--- src/rtl/c_stream_ctrl_if.sv ---
// Beat and response handshake bundle for c_stream_ctrl.
// Carries i_abort only when C_STREAM_CTRL_ABORT_EN is defined.
interface c_stream_ctrl_if #(
  parameter int P_W         = 8,
  parameter int P_MAX_BEATS = 16
);
  localparam int LW = $clog2(P_W * P_MAX_BEATS) + 1;

  logic           i_valid;
  logic [P_W-1:0] i_data;
  logic           i_last;
  logic           o_ready;
  logic           o_rsp_valid;
  logic           i_rsp_ready;
  logic           o_rsp_is_unary;
  logic           o_rsp_all_term;
  logic           o_rsp_ovf;
  logic [LW-1:0]  o_rsp_len;
  logic           o_busy;
`ifdef C_STREAM_CTRL_ABORT_EN
  logic           i_abort;

  modport master (
    output i_valid, i_data, i_last, i_rsp_ready, i_abort,
    input  o_ready, o_rsp_valid, o_rsp_is_unary, o_rsp_all_term, o_rsp_ovf, o_rsp_len, o_busy
  );
  modport slave (
    input  i_valid, i_data, i_last, i_rsp_ready, i_abort,
    output o_ready, o_rsp_valid, o_rsp_is_unary, o_rsp_all_term, o_rsp_ovf, o_rsp_len, o_busy
  );
`else
  modport master (
    output i_valid, i_data, i_last, i_rsp_ready,
    input  o_ready, o_rsp_valid, o_rsp_is_unary, o_rsp_all_term, o_rsp_ovf, o_rsp_len, o_busy
  );
  modport slave (
    input  i_valid, i_data, i_last, i_rsp_ready,
    output o_ready, o_rsp_valid, o_rsp_is_unary, o_rsp_all_term, o_rsp_ovf, o_rsp_len, o_busy
  );
`endif
endinterface

--- src/rtl/c_stream_ctrl.sv ---
// Streaming unary-code detector: accumulates beats of a vector and reports verdict,
// all-terminal flag, overflow and leading-run length. Optional abort: C_STREAM_CTRL_ABORT_EN.
module c_stream_ctrl #(
  parameter int P_W             = 8,
  parameter int P_MAX_BEATS     = 16,
  parameter int P_IS_COMPLIMENT = 0
) (
  input  logic           clk,
  input  logic           arst_n,
  c_stream_ctrl_if.slave bus
);
  localparam int LW = $clog2(P_W * P_MAX_BEATS) + 1;
  localparam int CW = $clog2(P_MAX_BEATS + 1);
  localparam logic LEAD = (P_IS_COMPLIMENT != 0) ? 1'b0 : 1'b1;
  localparam logic TERM = ~LEAD;

  localparam logic [1:0] S_IDLE  = 2'd0;
  localparam logic [1:0] S_ACCUM = 2'd1;
  localparam logic [1:0] S_RESP  = 2'd2;

  logic [1:0]    state_q, state_d;
  logic [CW-1:0] cnt_q, cnt_d;
  logic          prev_msb_q, prev_msb_d;
  logic          edge_q, edge_d;
  logic          bad_q, bad_d;
  logic          nonterm_q, nonterm_d;
  logic [LW-1:0] len_q, len_d;
  logic          rsp_unary_q, rsp_unary_d;
  logic          rsp_all_term_q, rsp_all_term_d;
  logic          rsp_ovf_q, rsp_ovf_d;
  logic [LW-1:0] rsp_len_q, rsp_len_d;

  logic          accept;
  logic          edge_c, bad_c, nonterm_c, pb_c, ovf_c, unary_c;
  logic [LW-1:0] len_c;

  always_comb begin
    state_d        = state_q;
    cnt_d          = cnt_q;
    prev_msb_d     = prev_msb_q;
    edge_d         = edge_q;
    bad_d          = bad_q;
    nonterm_d      = nonterm_q;
    len_d          = len_q;
    rsp_unary_d    = rsp_unary_q;
    rsp_all_term_d = rsp_all_term_q;
    rsp_ovf_d      = rsp_ovf_q;
    rsp_len_d      = rsp_len_q;

    accept    = bus.i_valid && (state_q != S_RESP);
    edge_c    = edge_q;
    bad_c     = bad_q;
    nonterm_c = nonterm_q;
    len_c     = len_q;
    pb_c      = prev_msb_q;
    ovf_c     = 1'b0;
    unary_c   = 1'b0;

    // bad_c folds "wrong lead value" and "second edge" into one non-admit flag
    for (int unsigned k = 0; k < P_W; k++) begin
      if (k == 0 && cnt_q == '0) begin
        if (bus.i_data[k] != LEAD) bad_c = 1'b1;
      end else if (bus.i_data[k] != pb_c) begin
        if (edge_c) begin
          bad_c = 1'b1;
        end else begin
          edge_c = 1'b1;
          len_c  = LW'(32'(cnt_q) * P_W + k);
        end
      end
      if (bus.i_data[k] != TERM) nonterm_c = 1'b1;
      pb_c = bus.i_data[k];
    end

    if (accept) begin
      if (bus.i_last || cnt_q == CW'(P_MAX_BEATS - 1)) begin
        ovf_c          = !bus.i_last;
        unary_c        = !ovf_c && !bad_c && edge_c && (pb_c == TERM);
        state_d        = S_RESP;
        rsp_unary_d    = unary_c;
        rsp_all_term_d = !nonterm_c;
        rsp_ovf_d      = ovf_c;
        rsp_len_d      = unary_c ? len_c : '0;
        cnt_d          = '0;
        prev_msb_d     = 1'b0;
        edge_d         = 1'b0;
        bad_d          = 1'b0;
        nonterm_d      = 1'b0;
        len_d          = '0;
      end else begin
        state_d    = S_ACCUM;
        cnt_d      = cnt_q + CW'(1);
        prev_msb_d = pb_c;
        edge_d     = edge_c;
        bad_d      = bad_c;
        nonterm_d  = nonterm_c;
        len_d      = len_c;
      end
    end else if (state_q == S_RESP && bus.i_rsp_ready) begin
      state_d        = S_IDLE;
      rsp_unary_d    = 1'b0;
      rsp_all_term_d = 1'b0;
      rsp_ovf_d      = 1'b0;
      rsp_len_d      = '0;
    end

`ifdef C_STREAM_CTRL_ABORT_EN
    if (bus.i_abort && state_q != S_IDLE) begin
      state_d        = S_IDLE;
      cnt_d          = '0;
      prev_msb_d     = 1'b0;
      edge_d         = 1'b0;
      bad_d          = 1'b0;
      nonterm_d      = 1'b0;
      len_d          = '0;
      rsp_unary_d    = 1'b0;
      rsp_all_term_d = 1'b0;
      rsp_ovf_d      = 1'b0;
      rsp_len_d      = '0;
    end
`endif
  end

  always_ff @(posedge clk or negedge arst_n) begin
    if (!arst_n) begin
      state_q        <= S_IDLE;
      cnt_q          <= '0;
      prev_msb_q     <= 1'b0;
      edge_q         <= 1'b0;
      bad_q          <= 1'b0;
      nonterm_q      <= 1'b0;
      len_q          <= '0;
      rsp_unary_q    <= 1'b0;
      rsp_all_term_q <= 1'b0;
      rsp_ovf_q      <= 1'b0;
      rsp_len_q      <= '0;
    end else begin
      state_q        <= state_d;
      cnt_q          <= cnt_d;
      prev_msb_q     <= prev_msb_d;
      edge_q         <= edge_d;
      bad_q          <= bad_d;
      nonterm_q      <= nonterm_d;
      len_q          <= len_d;
      rsp_unary_q    <= rsp_unary_d;
      rsp_all_term_q <= rsp_all_term_d;
      rsp_ovf_q      <= rsp_ovf_d;
      rsp_len_q      <= rsp_len_d;
    end
  end

  assign bus.o_ready        = (state_q != S_RESP);
  assign bus.o_rsp_valid    = (state_q == S_RESP);
  assign bus.o_busy         = (state_q != S_IDLE);
  assign bus.o_rsp_is_unary = rsp_unary_q;
  assign bus.o_rsp_all_term = rsp_all_term_q;
  assign bus.o_rsp_ovf      = rsp_ovf_q;
  assign bus.o_rsp_len      = rsp_len_q;
endmodule

--- src/flat_wrapper.sv ---
// flat-port wrapper written by rule: the top's interface ports become plain ports
module c_stream_ctrl_flat 
#(
  parameter int P_W             = 8,
  parameter int P_MAX_BEATS     = 16,
  parameter int P_IS_COMPLIMENT = 0
)
  (clk, arst_n, bus_i_valid, bus_i_data, bus_i_last, bus_i_rsp_ready, bus_o_ready, bus_o_rsp_valid, bus_o_rsp_is_unary, bus_o_rsp_all_term, bus_o_rsp_ovf, bus_o_rsp_len, bus_o_busy);
  c_stream_ctrl_if #(.P_W(P_W), .P_MAX_BEATS(P_MAX_BEATS)) bus_i ();
  input  logic clk;
  input  logic arst_n;
  input wire logic [$bits(bus_i.i_valid)-1:0] bus_i_valid;
  input wire logic [$bits(bus_i.i_data)-1:0] bus_i_data;
  input wire logic [$bits(bus_i.i_last)-1:0] bus_i_last;
  input wire logic [$bits(bus_i.i_rsp_ready)-1:0] bus_i_rsp_ready;
  output wire logic [$bits(bus_i.o_ready)-1:0] bus_o_ready;
  output wire logic [$bits(bus_i.o_rsp_valid)-1:0] bus_o_rsp_valid;
  output wire logic [$bits(bus_i.o_rsp_is_unary)-1:0] bus_o_rsp_is_unary;
  output wire logic [$bits(bus_i.o_rsp_all_term)-1:0] bus_o_rsp_all_term;
  output wire logic [$bits(bus_i.o_rsp_ovf)-1:0] bus_o_rsp_ovf;
  output wire logic [$bits(bus_i.o_rsp_len)-1:0] bus_o_rsp_len;
  output wire logic [$bits(bus_i.o_busy)-1:0] bus_o_busy;
  assign bus_i.i_valid = bus_i_valid;
  assign bus_i.i_data = bus_i_data;
  assign bus_i.i_last = bus_i_last;
  assign bus_i.i_rsp_ready = bus_i_rsp_ready;
  assign bus_o_ready = bus_i.o_ready;
  assign bus_o_rsp_valid = bus_i.o_rsp_valid;
  assign bus_o_rsp_is_unary = bus_i.o_rsp_is_unary;
  assign bus_o_rsp_all_term = bus_i.o_rsp_all_term;
  assign bus_o_rsp_ovf = bus_i.o_rsp_ovf;
  assign bus_o_rsp_len = bus_i.o_rsp_len;
  assign bus_o_busy = bus_i.o_busy;
  c_stream_ctrl #(.P_W(P_W), .P_MAX_BEATS(P_MAX_BEATS), .P_IS_COMPLIMENT(P_IS_COMPLIMENT)) u_core (.clk(clk), .arst_n(arst_n), .bus(bus_i));
endmodule
--- config.mk ---
export PLATFORM = sky130hd
export DESIGN_NAME = c_stream_ctrl_flat
export DESIGN_NICKNAME = d
export VERILOG_FILES = /design/src/rtl/c_stream_ctrl_if.sv /design/src/rtl/c_stream_ctrl.sv /design/src/flat_wrapper.sv
export SDC_FILE = /design/constraint.sdc
export NUM_CORES = 1
export LEC_CHECK = 0
export ABC_AREA = 1
export CAP_MARGIN = 20
export CORE_MARGIN = 2
export CORE_UTILIZATION = 34
export DETAILED_ROUTE_END_ITERATION = 10
export GPL_ROUTABILITY_DRIVEN = 1
export PLACE_DENSITY = 0.54
export SLEW_MARGIN = 20
export SYNTH_ARGS = -nofsm -noshare
export SYNTH_HDL_FRONTEND = slang
export SYNTH_SLANG_ARGS = --single-unit
--- constraint.sdc ---
create_clock -name clk -period 2.1 [get_ports clk]
set_input_delay 0.63 -clock clk [delete_from_list [all_inputs] [get_ports clk]]
set_output_delay 0.63 -clock clk [all_outputs]
set_load 0.03 [all_outputs]
# Word-level counts from Yosys, hierarchy flattened
# Index checks and enable logic that the tools add are counted.
[op_classes]
div_mod_pow = 0
bitwise = 1
n_mux = 72
addsub = 8
mul = 0
reduce_logical = 13
n_lt_le_gt_ge = 0
n_shift = 0
n_eq_ne = 12
[op_table]
columns = ["operator", "n"]
rows = [
  ["$mux 8", 22],
  ["$mux 1", 46],
  ["$add 8x3->8 const B", 4],
  ["$add 8x2->8 const B", 2],
  ["$add 8x1->8 const B", 1],
  ["$ne 1x1->1", 8],
  ["$mux 2", 3],
  ["$add 5x1->5 const B", 1],
  ["$eq 5x4->1 const B", 1],
  ["$logic_and 1x1->1", 5],
  ["$logic_not 5->1", 1],
  ["$mux 5", 1],
  ["$ne 2x2->1 const B", 2],
  ["$reduce_bool 2->1", 2],
  ["$logic_not 1->1", 3],
  ["$eq 2x2->1 const B", 1],
  ["$reduce_and 2->1", 1],
  ["$logic_or 1x1->1", 1],
  ["$not 1->1", 1],
]
[totals]
mem_bits_ro = 0
ramBits = 0
inputBits = 13
output_inout_bits = 14
regBits = 30
mem_count = 0
elab_cells = 117
latchBits = 0

# Longest topological paths before layout
[logic_depth]
ltp_word = 24
ltp_mapped = 15
mapped_depth_nobuf = 15

# Worst setup path before layout
# OpenSTA, ideal clock, no wires.
[synth_timing]
path_kind = "register to register"
start = "register u_core.state_q[0]"
end = "register u_core.rsp_ovf_q, in the netlist u_core.bus.o_rsp_ovf"
path_slack_ns = 0.020
n_path_buf = 1
required_ns = 1.974
arrival_time_ns = 1.954
path_stages_with_launch = 10
path_cell_list = "dfrtp_1 > nor2_1 > inv_1 > nand2_1 > nor2_1 > inv_1 > nand2_1 > clkbuf_1 > nand2_1 > o21ai_0"
[synth_via]
elab_chain_len = 4
elab_cells_between_ends = 8
cone_classes = "eq/ne (3); mux (1); reduce/logical (4)"
[synth_rtl]
columns = ["element", "line_no", "text"]
rows = [
  ["from (decl)", "c_stream_ctrl.sv:21", "logic [1:0] state_q, state_d;"],
  ["from (signal assigned)", "c_stream_ctrl.sv:138", "state_q <= state_d;"],
  ["$eq 2x2->1", "-", ""],
  ["net bus_o_rsp_valid", "flat_wrapper.sv:17", "output wire logic [$bits(bus_i.o_rsp_valid)-1:0] bus_o_rsp_valid;"],
  ["$logic_and 1x1->1", "c_stream_ctrl.sv:99", "end else if (state_q == S_RESP && bus.i_rsp_ready) begin"],
  ["$reduce_bool 2->1 (no source line)", "-", ""],
  ["$reduce_and 2->1 (no source line)", "-", ""],
  ["to (signal assigned)", "c_stream_ctrl.sv:147", "rsp_ovf_q <= rsp_ovf_d;"],
  ["to (decl)", "c_stream_ctrl.sv:30", "logic rsp_ovf_q, rsp_ovf_d;"],
]
# The timed path passes the listed nets, and every way through them passes these cells.
# A chain may end at the register's enable or synchronous reset.

# Final worst setup path
[layout_timing]
start = "register u_core.state_q[0]"
end = "output port bus_o_busy"
[layout_via]
elab_chain_len = 1
[layout_rtl]
columns = ["element", "line_no", "text"]
rows = [
  ["$reduce_bool 2->1", "c_stream_ctrl.sv:154", "assign bus.o_busy = (state_q != S_IDLE);"],
  ["to (decl)", "flat_wrapper.sv:22", "output wire logic [$bits(bus_i.o_busy)-1:0] bus_o_busy;"],
]
# No other way between the ends.

==> results.yml <==
die:
  ioPinCount: 27
  die_w_um: 77.9
  rows: 26
  die_h_um: 77.9
  start_util_pct: 35.7
  core_mm2: 0.00520
  dieArea_mm2: 0.00607
drt:
  wl_per_cell_um: 11.7
  drt-initial-drc-count: 103
  postRouteAntennaNets: 0
  drtPass1Iterations: 4
  finalWirelength_um: 4520
  drc_errors: 0
  via_per_inst: 4.57
  vias: 1770
synthesis:
  synth_area_leaders: "dfrtp_1, nand2_1, inv_1, nand3_1, o21ai_0"
  ys.flop_type: "dfrtp_1"
  synth_area_mm2: 0.00186
  ys_warn_count: 0
  seq_area_frac_synth_pct: 40.4
  synth-edff-count: 0
  avgSynthCellArea_um2: 7.49
  synth_seq_cells: 30
  syn_inst: 248
  synth.top_cell.area_share_pct: 40.4
  synthArstFlopShare_pct: 100
  yosys.cell_types.count: 27
  netlist.top_cell.by_area: "dfrtp_1"
  yosysMostFrequentCell: "nand2_1"
  syn-num-nets: 264
  synth_common_cells: "nand2_1, inv_1, dfrtp_1"
critical_path:
  required_ns: 1.47
  path_depth: 3
  crit_arrival_ns: 1.38
  cp_cell_sequence: "inv_1 > nand2_1 > clkdlybuf4s50_1"
  end_kind: "output pin"
  cp_top_family: "buffers and inverters"
  path_buf_inv: 2
  reg2reg_depth: 14
  slowest_stage: "clkdlybuf4s50_1"
  worstSetupPathType: "reg -> out"
  cp_max_fo: 2
  slowest_delay_ns: 0.66
  start_kind: "flop"
cts:
  clk_pin_slew_ns: 0.06
  clock-sinks: 30
  cts_max_level: 2
  cts_buffers: 5
  clock_path_buffers: 2
  clk_latency_ns: 0.28
  cts_root_buffer: "clkbuf_8"
  hold_buffers: 0
  cts_tree: "yes"
timing:
  min_period_ns: 2.01
  hold_slack_ns: 0.479
  max_freq_ghz: 0.497
  hold_viol: 0
  finalWorstSetupSlack_ns: 0.0885
  skew_ns: 0.00564
  slew_violations: 0
  finalSetupViolCount: 0
  min_period_over_period_pct: 95.8
  tns_ns: 0
  rsz0062_at_grt: "no"
  max-slew-margin-rel_pct: 73.6
  tightest_slew_ns: 0.396
power:
  switching_share_pct: 37.0
  internal_power_mw: 1.30
  power_frac_seq_pct: 34.7
  p_per_area_mw_per_mm2: 787
  clockPowerShare_pct: 22.8
  p_leak_nw: 1.41
  irDropWorstVdd_uv: 516
  switchingPower_mw: 0.763
  combinationalPowerShare_pct: 42.5
place:
  dp_slack_ns: -0.398
  place_congestion: 0.785
  dpl_cell_area_mm2: 0.00245
  port_buffers: 26
  dpl.hpwl_um: 3470
final_layout:
  layout-drive-gt1-share_pct: 24.3
  post-route-util_pct: 50.4
  n_antenna_cell: 0
  syn_to_final_growth_pct: 41.2
  fin_nets: 332
  final_area_mm2: 0.00262
outcome:
  status: "finished, final reports clean"
grt:
  antenna_found_initial: 0
  grt_usage_pct: 16.3
  first_global_vias: 1755
  grt_max_degree: 31
  grt_overflow: 0
  grt_pass1_wl_um: 7980
worst_hold_path:
  min_path_type: "reg -> reg"
  hold_depth: 2
run:
  cap_violations: 0
## layer usage
layer,part of all wire [%],track usage [%],up-vias
li1,-,-,929
met1,49,22.3,819
met2,48,27.3,17
met3,2.6,2.44,5
met4,0.75,3.16,0
met5,0,0,-
## cells in the final DEF, fill, tap and decap left out, types with 3 or more instances in the layout
master,count
a21oi_1,4
buf_4,36
clkbuf_8,6
clkdlybuf4s50_1,17
dfrtp_1,30
dlygate4sd2_1,6
dlymetal6s2s_1,3
ha_1,3
inv_1,31
inv_2,3
nand2_1,77
nand2_2,14
nand3_1,24
nand3_4,3
nand4_1,5
nor2_1,16
o21ai_0,15
o22ai_1,3
## worst reg2reg max path, cell delays in order, from the launching register on
cell and delay, ns:
dfrtp_1 0.38, inv_2 0.07, ha_1 0.15, inv_1 0.04
nor2_1 0.08, nand2_1 0.09, nand2_2 0.11, nand2_4 0.09
nor2_8 0.18, o211ai_4 0.16, buf_4 0.17, nand3_1 0.07
nand2_1 0.08, nand3_1 0.09, nand2_1 0.05
## path summary, 6_finish.rpt
check	start	endpoint	slack, ns
max reg2reg	u_core.cnt_q[0]	u_core.bus.o_rsp_len[3]	0.18
max	u_core.state_q[0]	bus_o_busy	0.09
min reg2reg	u_core.bus.o_rsp_len[7]	u_core.bus.o_rsp_len[7]	0.48
min	u_core.bus.o_rsp_len[7]	u_core.bus.o_rsp_len[7]	0.48
min in group asynchronous	arst_n	u_core.len_q[4]	0.74
max in group asynchronous	arst_n	u_core.cnt_q[3]	1.06
## layout make-up
cell class	count	area [um2]
Multi-Input combinational cell	180	998
Clock inverter	1	5.00
Clock buffer	7	86.3
Fill cell	538	2580
Tap cell	70	87.6
Timing Repair Buffer	64	562
Inverter	35	131
Sequential cell	30	751
## flip-flops by register name (all words and copies together) (netlist names)
name	count
u_core.bus.o_rsp_all_term	1
u_core.bus.o_rsp_ovf	1
u_core.nonterm_q	1
u_core.state_q	2
u_core.edge_q	1
u_core.bus.o_rsp_len	8
u_core.len_q	8
u_core.bad_q	1
u_core.bus.o_rsp_is_unary	1
u_core.prev_msb_q	1
u_core.cnt_q	5
## cells by family (layout without fill, tap and decap cells)
kind of cell               Yosys count  in the layout  synth area share (%)
and+or+nand+nor                    148            148                  38.3
AOI/OAI and AO/OA                   26             26                  9.16
DFF                                 30             30                  40.4
buffers and inverters               38            107                  7.68
xor gates and xnor gates             3              3                  2.43
adders and majority gates            3              3                  2.02
## timing repair
item | in CTS | in global routing
buffers inserted | 2 | 4
endpoints found under the setup margin | 17 | 18
pin swaps | 2 | 5
resized for setup | 10 | 13
endpoints found under the hold margin | 0 | 0
## power groups by stage
stage	Sequential (mW)	Clock, mW	Combinational (mW)
2_1_floorplan	0.728	0	0.487
3_5_place_dp	0.728	0	0.830
5_1_grt	0.724	0.506	0.989
3_3_place_gp	0.727	0	0.832
6_report	0.715	0.470	0.878
4_1_cts	0.718	0.481	0.847
## metrics by stage
stage	total power, mW	instances
2_1_floorplan	1.22	248
3_3_place_gp	1.56	373
3_5_place_dp	1.56	373
4_1_cts	2.05	383
5_1_grt	2.22	387
6_report	2.06	387
Power figures use the tool's default switching activity.
